[src/rtl/sum_ascii_pkg.sv]
// Shared types and constants for the sum-to-ASCII UART framer.
package sum_ascii_pkg;

  typedef enum logic [2:0] {
    IDLE      = 3'd0,
    CONV      = 3'd1,
    SEND      = 3'd2,
    WAIT_RISE = 3'd3,
    WAIT_FALL = 3'd4,
    DONE      = 3'd5
  } state_e;

  localparam logic [7:0] ASCII_ZERO = 8'h30;
  localparam logic [7:0] ASCII_CR   = 8'h0D;
  localparam logic [7:0] ASCII_LF   = 8'h0A;

  localparam int FRAME_LEN_DIGITS = 2;
  localparam int FRAME_LEN_CRLF   = 4;

  function automatic int frame_len(input bit send_crlf);
    int len;
    if (send_crlf) begin
      len = FRAME_LEN_CRLF;
    end else begin
      len = FRAME_LEN_DIGITS;
    end
    return len;
  endfunction

  // Byte at position idx of a frame: tens digit, ones digit, CR, LF.
  function automatic logic [7:0] frame_byte(input logic [1:0] idx,
                                            input logic [1:0] tens,
                                            input logic [3:0] ones);
    logic [7:0] b;
    case (idx)
      2'd0:    b = ASCII_ZERO + {6'd0, tens};
      2'd1:    b = ASCII_ZERO + {4'd0, ones};
      2'd2:    b = ASCII_CR;
      2'd3:    b = ASCII_LF;
      default: b = 8'h00;
    endcase
    return b;
  endfunction

endpackage

[src/rtl/sum_ascii_framer_if.sv]
// Enable/busy byte handshake between the framer and the UART transmitter.
interface sum_ascii_framer_if;
  logic [7:0] tx_data;
  logic       tx_en;
  logic       tx_busy;

  modport master (output tx_data, output tx_en, input tx_busy);
  modport slave  (input tx_data, input tx_en, output tx_busy);
endinterface

[src/rtl/bin_to_dec2.sv]
// Combinational binary (0..31) to two decimal digits using compare-subtract.
module bin_to_dec2 #(
  parameter int SUM_W = 5
) (
  input  logic [SUM_W-1:0] bin,
  output logic [1:0]       tens,
  output logic [3:0]       ones
);

  localparam int RW = (SUM_W < 5) ? 5 : SUM_W;

  logic [RW-1:0] bin_w_s;
  logic [RW-1:0] rem1_s;

  // Subtract 20 then 10; each successful step sets one bit of the tens digit.
  always_comb begin
    bin_w_s = RW'(bin);
    if (bin_w_s >= RW'(20)) begin
      rem1_s  = bin_w_s - RW'(20);
      tens[1] = 1'b1;
    end else begin
      rem1_s  = bin_w_s;
      tens[1] = 1'b0;
    end
    if (rem1_s >= RW'(10)) begin
      ones    = 4'(rem1_s - RW'(10));
      tens[0] = 1'b1;
    end else begin
      ones    = 4'(rem1_s);
      tens[0] = 1'b0;
    end
  end

endmodule

[src/rtl/sum_ascii_framer.sv]
// Captures the adder sum, converts it to ASCII decimal and streams the digits
// (plus optional CR LF) to the UART transmitter over the enable/busy handshake.
module sum_ascii_framer
  import sum_ascii_pkg::*;
#(
  parameter int SUM_W     = 5,
  parameter int SEND_CRLF = 1,
  parameter int BUSY_WAIT = 4
) (
  input  logic               clk,
  input  logic               reset,
  input  logic               start,
  input  logic [SUM_W-1:0]   sum,
  output logic               busy,
  output logic               done,
  sum_ascii_framer_if.master tx
);

  localparam int               CNT_W    = (BUSY_WAIT < 1) ? 1 : $clog2(BUSY_WAIT + 1);
  localparam logic [CNT_W-1:0] CNT_MAX  = CNT_W'(BUSY_WAIT);
  localparam logic [1:0]       LAST_IDX = 2'(frame_len(SEND_CRLF != 0) - 1);

  state_e             state_r, state_next_s;
  logic [SUM_W-1:0]   sum_r, sum_next_s;
  logic [1:0]         tens_r, tens_next_s, tens_s;
  logic [3:0]         ones_r, ones_next_s, ones_s;
  logic [1:0]         idx_r, idx_next_s;
  logic [CNT_W-1:0]   cnt_r, cnt_next_s;
  logic [7:0]         tx_data_r, tx_data_next_s;
  logic               tx_en_r, tx_en_next_s;
  logic               busy_r, busy_next_s;
  logic               done_r, done_next_s;

  bin_to_dec2 #(.SUM_W(SUM_W)) u_conv (
    .bin  (sum_r),
    .tens (tens_s),
    .ones (ones_s)
  );

  // Next-state and next-output decode; tx_en is decided one cycle ahead so it
  // leaves the block as a register.
  always_comb begin
    state_next_s   = state_r;
    sum_next_s     = sum_r;
    tens_next_s    = tens_r;
    ones_next_s    = ones_r;
    idx_next_s     = idx_r;
    cnt_next_s     = cnt_r;
    tx_data_next_s = tx_data_r;
    tx_en_next_s   = 1'b0;
    busy_next_s    = busy_r;
    done_next_s    = 1'b0;
    case (state_r)
      IDLE: begin
        if (start) begin
          sum_next_s   = sum;
          busy_next_s  = 1'b1;
          state_next_s = CONV;
        end else begin
          state_next_s = IDLE;
        end
      end
      CONV: begin
        tens_next_s    = tens_s;
        ones_next_s    = ones_s;
        idx_next_s     = 2'd0;
        tx_data_next_s = frame_byte(2'd0, tens_s, ones_s);
        tx_en_next_s   = ~tx.tx_busy;
        state_next_s   = SEND;
      end
      SEND: begin
        if (tx_en_r) begin
          cnt_next_s   = {CNT_W{1'b0}};
          state_next_s = WAIT_RISE;
        end else if (!tx.tx_busy) begin
          tx_en_next_s = 1'b1;
        end else begin
          state_next_s = SEND;
        end
      end
      WAIT_RISE: begin
        // The first cycle here is the transmitter's sampling cycle, so the
        // timeout allows BUSY_WAIT cycles beyond it.
        if (tx.tx_busy || (cnt_r == CNT_MAX)) begin
          state_next_s = WAIT_FALL;
        end else begin
          cnt_next_s = cnt_r + {{(CNT_W-1){1'b0}}, 1'b1};
        end
      end
      WAIT_FALL: begin
        if (!tx.tx_busy) begin
          if (idx_r == LAST_IDX) begin
            done_next_s  = 1'b1;
            state_next_s = DONE;
          end else begin
            idx_next_s     = idx_r + 2'd1;
            tx_data_next_s = frame_byte(idx_r + 2'd1, tens_r, ones_r);
            tx_en_next_s   = 1'b1;
            state_next_s   = SEND;
          end
        end else begin
          state_next_s = WAIT_FALL;
        end
      end
      DONE: begin
        busy_next_s  = 1'b0;
        state_next_s = IDLE;
      end
      default: begin
        busy_next_s  = 1'b0;
        state_next_s = IDLE;
      end
    endcase
  end

  // State and registered outputs; reset aborts any frame in progress.
  always_ff @(posedge clk) begin
    if (reset) begin
      state_r   <= IDLE;
      sum_r     <= {SUM_W{1'b0}};
      tens_r    <= 2'd0;
      ones_r    <= 4'd0;
      idx_r     <= 2'd0;
      cnt_r     <= {CNT_W{1'b0}};
      tx_data_r <= 8'h00;
      tx_en_r   <= 1'b0;
      busy_r    <= 1'b0;
      done_r    <= 1'b0;
    end else begin
      state_r   <= state_next_s;
      sum_r     <= sum_next_s;
      tens_r    <= tens_next_s;
      ones_r    <= ones_next_s;
      idx_r     <= idx_next_s;
      cnt_r     <= cnt_next_s;
      tx_data_r <= tx_data_next_s;
      tx_en_r   <= tx_en_next_s;
      busy_r    <= busy_next_s;
      done_r    <= done_next_s;
    end
  end

  assign tx.tx_data = tx_data_r;
  assign tx.tx_en   = tx_en_r;
  assign busy       = busy_r;
  assign done       = done_r;

endmodule

[src/flat_wrapper.sv]
// flat-port wrapper written by rule: the top's interface ports become plain ports
module sum_ascii_framer_flat import sum_ascii_pkg::*;
#(
  parameter int SUM_W     = 5,
  parameter int SEND_CRLF = 1,
  parameter int BUSY_WAIT = 4
)
  (clk, reset, start, sum, busy, done, tx_tx_data, tx_tx_en, tx_tx_busy);
  sum_ascii_framer_if tx_i ();
  input  logic clk;
  input  logic reset;
  input  logic start;
  input  logic [SUM_W-1:0] sum;
  output logic busy;
  output logic done;
  output wire logic [$bits(tx_i.tx_data)-1:0] tx_tx_data;
  output wire logic [$bits(tx_i.tx_en)-1:0] tx_tx_en;
  input wire logic [$bits(tx_i.tx_busy)-1:0] tx_tx_busy;
  assign tx_tx_data = tx_i.tx_data;
  assign tx_tx_en = tx_i.tx_en;
  assign tx_i.tx_busy = tx_tx_busy;
  sum_ascii_framer #(.SUM_W(SUM_W), .SEND_CRLF(SEND_CRLF), .BUSY_WAIT(BUSY_WAIT)) u_core (.clk(clk), .reset(reset), .start(start), .sum(sum), .busy(busy), .done(done), .tx(tx_i));
endmodule
[config.mk]
export PLATFORM = sky130hd
export DESIGN_NAME = sum_ascii_framer_flat
export DESIGN_NICKNAME = d
export VERILOG_FILES = /design/src/rtl/sum_ascii_pkg.sv /design/src/rtl/sum_ascii_framer_if.sv /design/src/rtl/bin_to_dec2.sv /design/src/rtl/sum_ascii_framer.sv /design/src/flat_wrapper.sv
export SDC_FILE = /design/constraint.sdc
export NUM_CORES = 1
export LEC_CHECK = 0
export CAP_MARGIN = 15
export CORE_ASPECT_RATIO = 1.1
export CORE_MARGIN = 2
export CORE_UTILIZATION = 45
export DETAILED_ROUTE_END_ITERATION = 8
export PLACE_DENSITY = 0.66
export RECOVER_POWER = 50
export SLEW_MARGIN = 5
export SYNTH_ARGS = -nofsm -noshare
export SYNTH_HDL_FRONTEND = slang
export SYNTH_SLANG_ARGS = --single-unit
[constraint.sdc]
create_clock -name clk -period 5.31 [get_ports clk]
set_input_delay 1.062 -clock clk [delete_from_list [all_inputs] [get_ports clk]]
set_output_delay 1.062 -clock clk [all_outputs]
set_load 0.1 [all_outputs]
==> flow_metrics.tcl <==
set metrics [dict create \
    ff_latch_area_um2 541 \
    grt_pass1_wl_um 4820 \
    cts.sinks 27 \
    holdBufCountCts 0 \
    total_power_uw 605 \
    netlist_instances 172 \
    synth_seq_area_share 0.373 \
    netlist_area_um2 1450 \
    antenna_found_initial 0 \
    finalSetupTns_ns 0 \
    drt-initial-drc-count 43 \
    worstHoldPathType "flip-flop to flip-flop" \
    clk_path_buf_depth 2 \
    start_util 0.472 \
    syn_to_final_growth_pct 11.3 \
    grt_usage 0.164 \
    endpoint_kind "output port" \
    grt_max_degree 28 \
    crit_arrival_ns 1.92 \
    postCtsResizedCells 0 \
    drive_gt1_frac 0.0495 \
    crit_required_ns 4.25 \
    ys_top_cells_by_count "27 x dfxtp_1, 27 x nor2_1, 17 x a21oi_1" \
    tightest_slew_ns 1.05 \
    max_stage_delay_ns 1.16 \
    syn_area_per_cell_um2 8.43 \
    viasPerCell 5.52 \
    cp_top_family "buffers and inverters" \
    multi_input_area_um2 792 \
    diodes 0 \
    grt_pass1_vias 1158 \
    status "completed" \
    setup_violations 0 \
    r2r_start "u_core.state_r[1]" \
    dieArea_um2 3690 \
    drc 0 \
    fmax_ghz 0.335 \
    synth-seq-cells 27 \
    htreeDepth 1 \
    place_congestion 0.795 \
    clkTransAtPathRegs_ns 0.15 \
    fin_skew_ns 0.00985 \
    overflow 0 \
    leakage_nw 0.618 \
    wl_um 2770 \
    synth_largest_area_cell "dfxtp_1" \
    dr_total_vias 1193 \
    grt_setup_unrepaired "no" \
    maxSlewHeadroom 0.298 \
    wl_per_cell_um 12.8 \
    cts_buffers 3 \
    slew_viol_final 0 \
    cts_root_buf "clkbuf_4" \
    fin_nets 200 \
    worst-setup-path-type "flip-flop to output port" \
    cp_slowest_cell "clkdlybuf4s50_1" \
    ys.flop_type "dfxtp_1" \
    hpwl_um 2040 \
    cts_tree "yes" \
    fin_crit_sh 0.562 \
    vdd_drop_max_v 0.000235 \
    synth_top_area_frac 0.373 \
    hold_viol_final 0 \
    synth-edff-count 0 \
    async_flop_share 0 \
    crit_chain "clkdlybuf4s50_1" \
    critPathLaunch "u_core.tx.tx_en" \
    drt_pass1_iterations 4 \
    io_buffers 17 \
    core-area_um2 3070 \
    yosysWarnings 0 \
    min-delay-start "u_core.ones_r[0]" \
    clock_latency_ns 0.32 \
    die_y_um 63.5 \
    dieWidth_um 58.1 \
    num_rows 21 \
    crit_fanout 5 \
    power_density_nw_per_um2 375 \
    ios 20 \
    cp_num_buf_inv 1 \
    drtAntennaViolNets 0 \
    synthTopCellsByArea "dfxtp_1 37%, nor2_1 7.0%, ha_1 6.9%, a21oi_1 5.9%, inv_1 2.8%" \
    critPathLaunchType "flip-flop" \
    period_needed_ns 2.98 \
    n_fill_cell 302 \
    synth.distinct_cells 44 \
    maxCapViolations 0 \
    postCtsSetupBuffers 0 \
]
[layout by cell type (no fill, tap or decap), drive strengths merged, types with 5 or more instances in the layout]
master	instances
a211oi	5
a21oi	18
clkdlybuf4s50	15
dfxtp	27
ha	8
inv	11
nand2	8
nor2	27
nor3	9
o21ai	6
[worst reg2reg max path, cell delays in order (launching register included)]
cell and delay, ns:
dfxtp_1 0.78, nand3b_4 0.14, a211oi_1 0.63, a31oi_1 0.20, or3b_1 0.45, a21oi_2 0.13
[final cells by class]
type / count / share of cell area
Inverter: 11 / 0.0256
Clock buffer: 3 / 0.0140
Timing Repair Buffer: 17 / 0.105
Tap cell: 34 / 0.0264
Multi-Input combinational cell: 123 / 0.491
Clock inverter: 1 / 0.00310
Sequential cell: 27 / 0.335
[per-layer routing]
| layer | GRT usage | vias to the layer above | wire length (um) |
|---|---|---|---|
| li1 | - | 608 | - |
| met1 | 0.202 | 560 | 1330 |
| met2 | 0.287 | 23 | 1330 |
| met3 | 0.0246 | 2 | 94 |
| met4 | 0.0523 | 0 | 15 |
| met5 | 0 | - | 0 |
[state kept, by name, indices dropped and copies added (netlist names), 2 cells and up]
register	cells
u_core.cnt_r	3
u_core.idx_r	2
u_core.ones_r	4
u_core.state_r	3
u_core.sum_r	5
u_core.tens_r	2
u_core.tx.tx_data	5
[power breakdown]
group	switching, mW	leakage [nW]	total (mW)	internal [mW]
logic	0.165	0.380	0.248	0.0831
clock network	0.0595	0.0177	0.0877	0.0282
registers	0.0397	0.220	0.269	0.229
[stage by stage]
step,util,cell area [um^2],setup slack [ns],hold slack [ns],cells
after detailed placement,0.522,1610,2.30,0.461,212
after floorplan,-,1450,2.87,0.437,173
after CTS,0.531,1630,2.30,0.480,216
final,0.525,1610,2.33,0.480,216
after global routing,0.525,1610,2.26,0.515,216
after global placement,0.522,1610,2.34,0.455,212
[cells by family after synthesis]
| family | Yosys count | share of synthesized area |
|---|---|---|
| fa+ha+maj | 8 | 0.0690 |
| mux | 4 | 0.0285 |
| flops | 27 | 0.373 |
| xor+xnor | 3 | 0.0181 |
| buf+inv | 23 | 0.0707 |
| other cells | 1 | 0.00259 |
| simple gates | 64 | 0.244 |
| compound gates | 42 | 0.194 |
[final timing paths]
| check | to | slack (ns) | cells after the start |
|---|---|---|---|
| worst max register to register | u_core.cnt_r[1] | 2.92 | 5 |
| worst min-delay path | u_core.ones_r[0] | 0.48 | 2 |
| worst max-delay path | tx_tx_en | 2.33 | 1 |
| worst min register to register | u_core.ones_r[0] | 0.48 | 2 |
(Power assumes the default switching activity.)
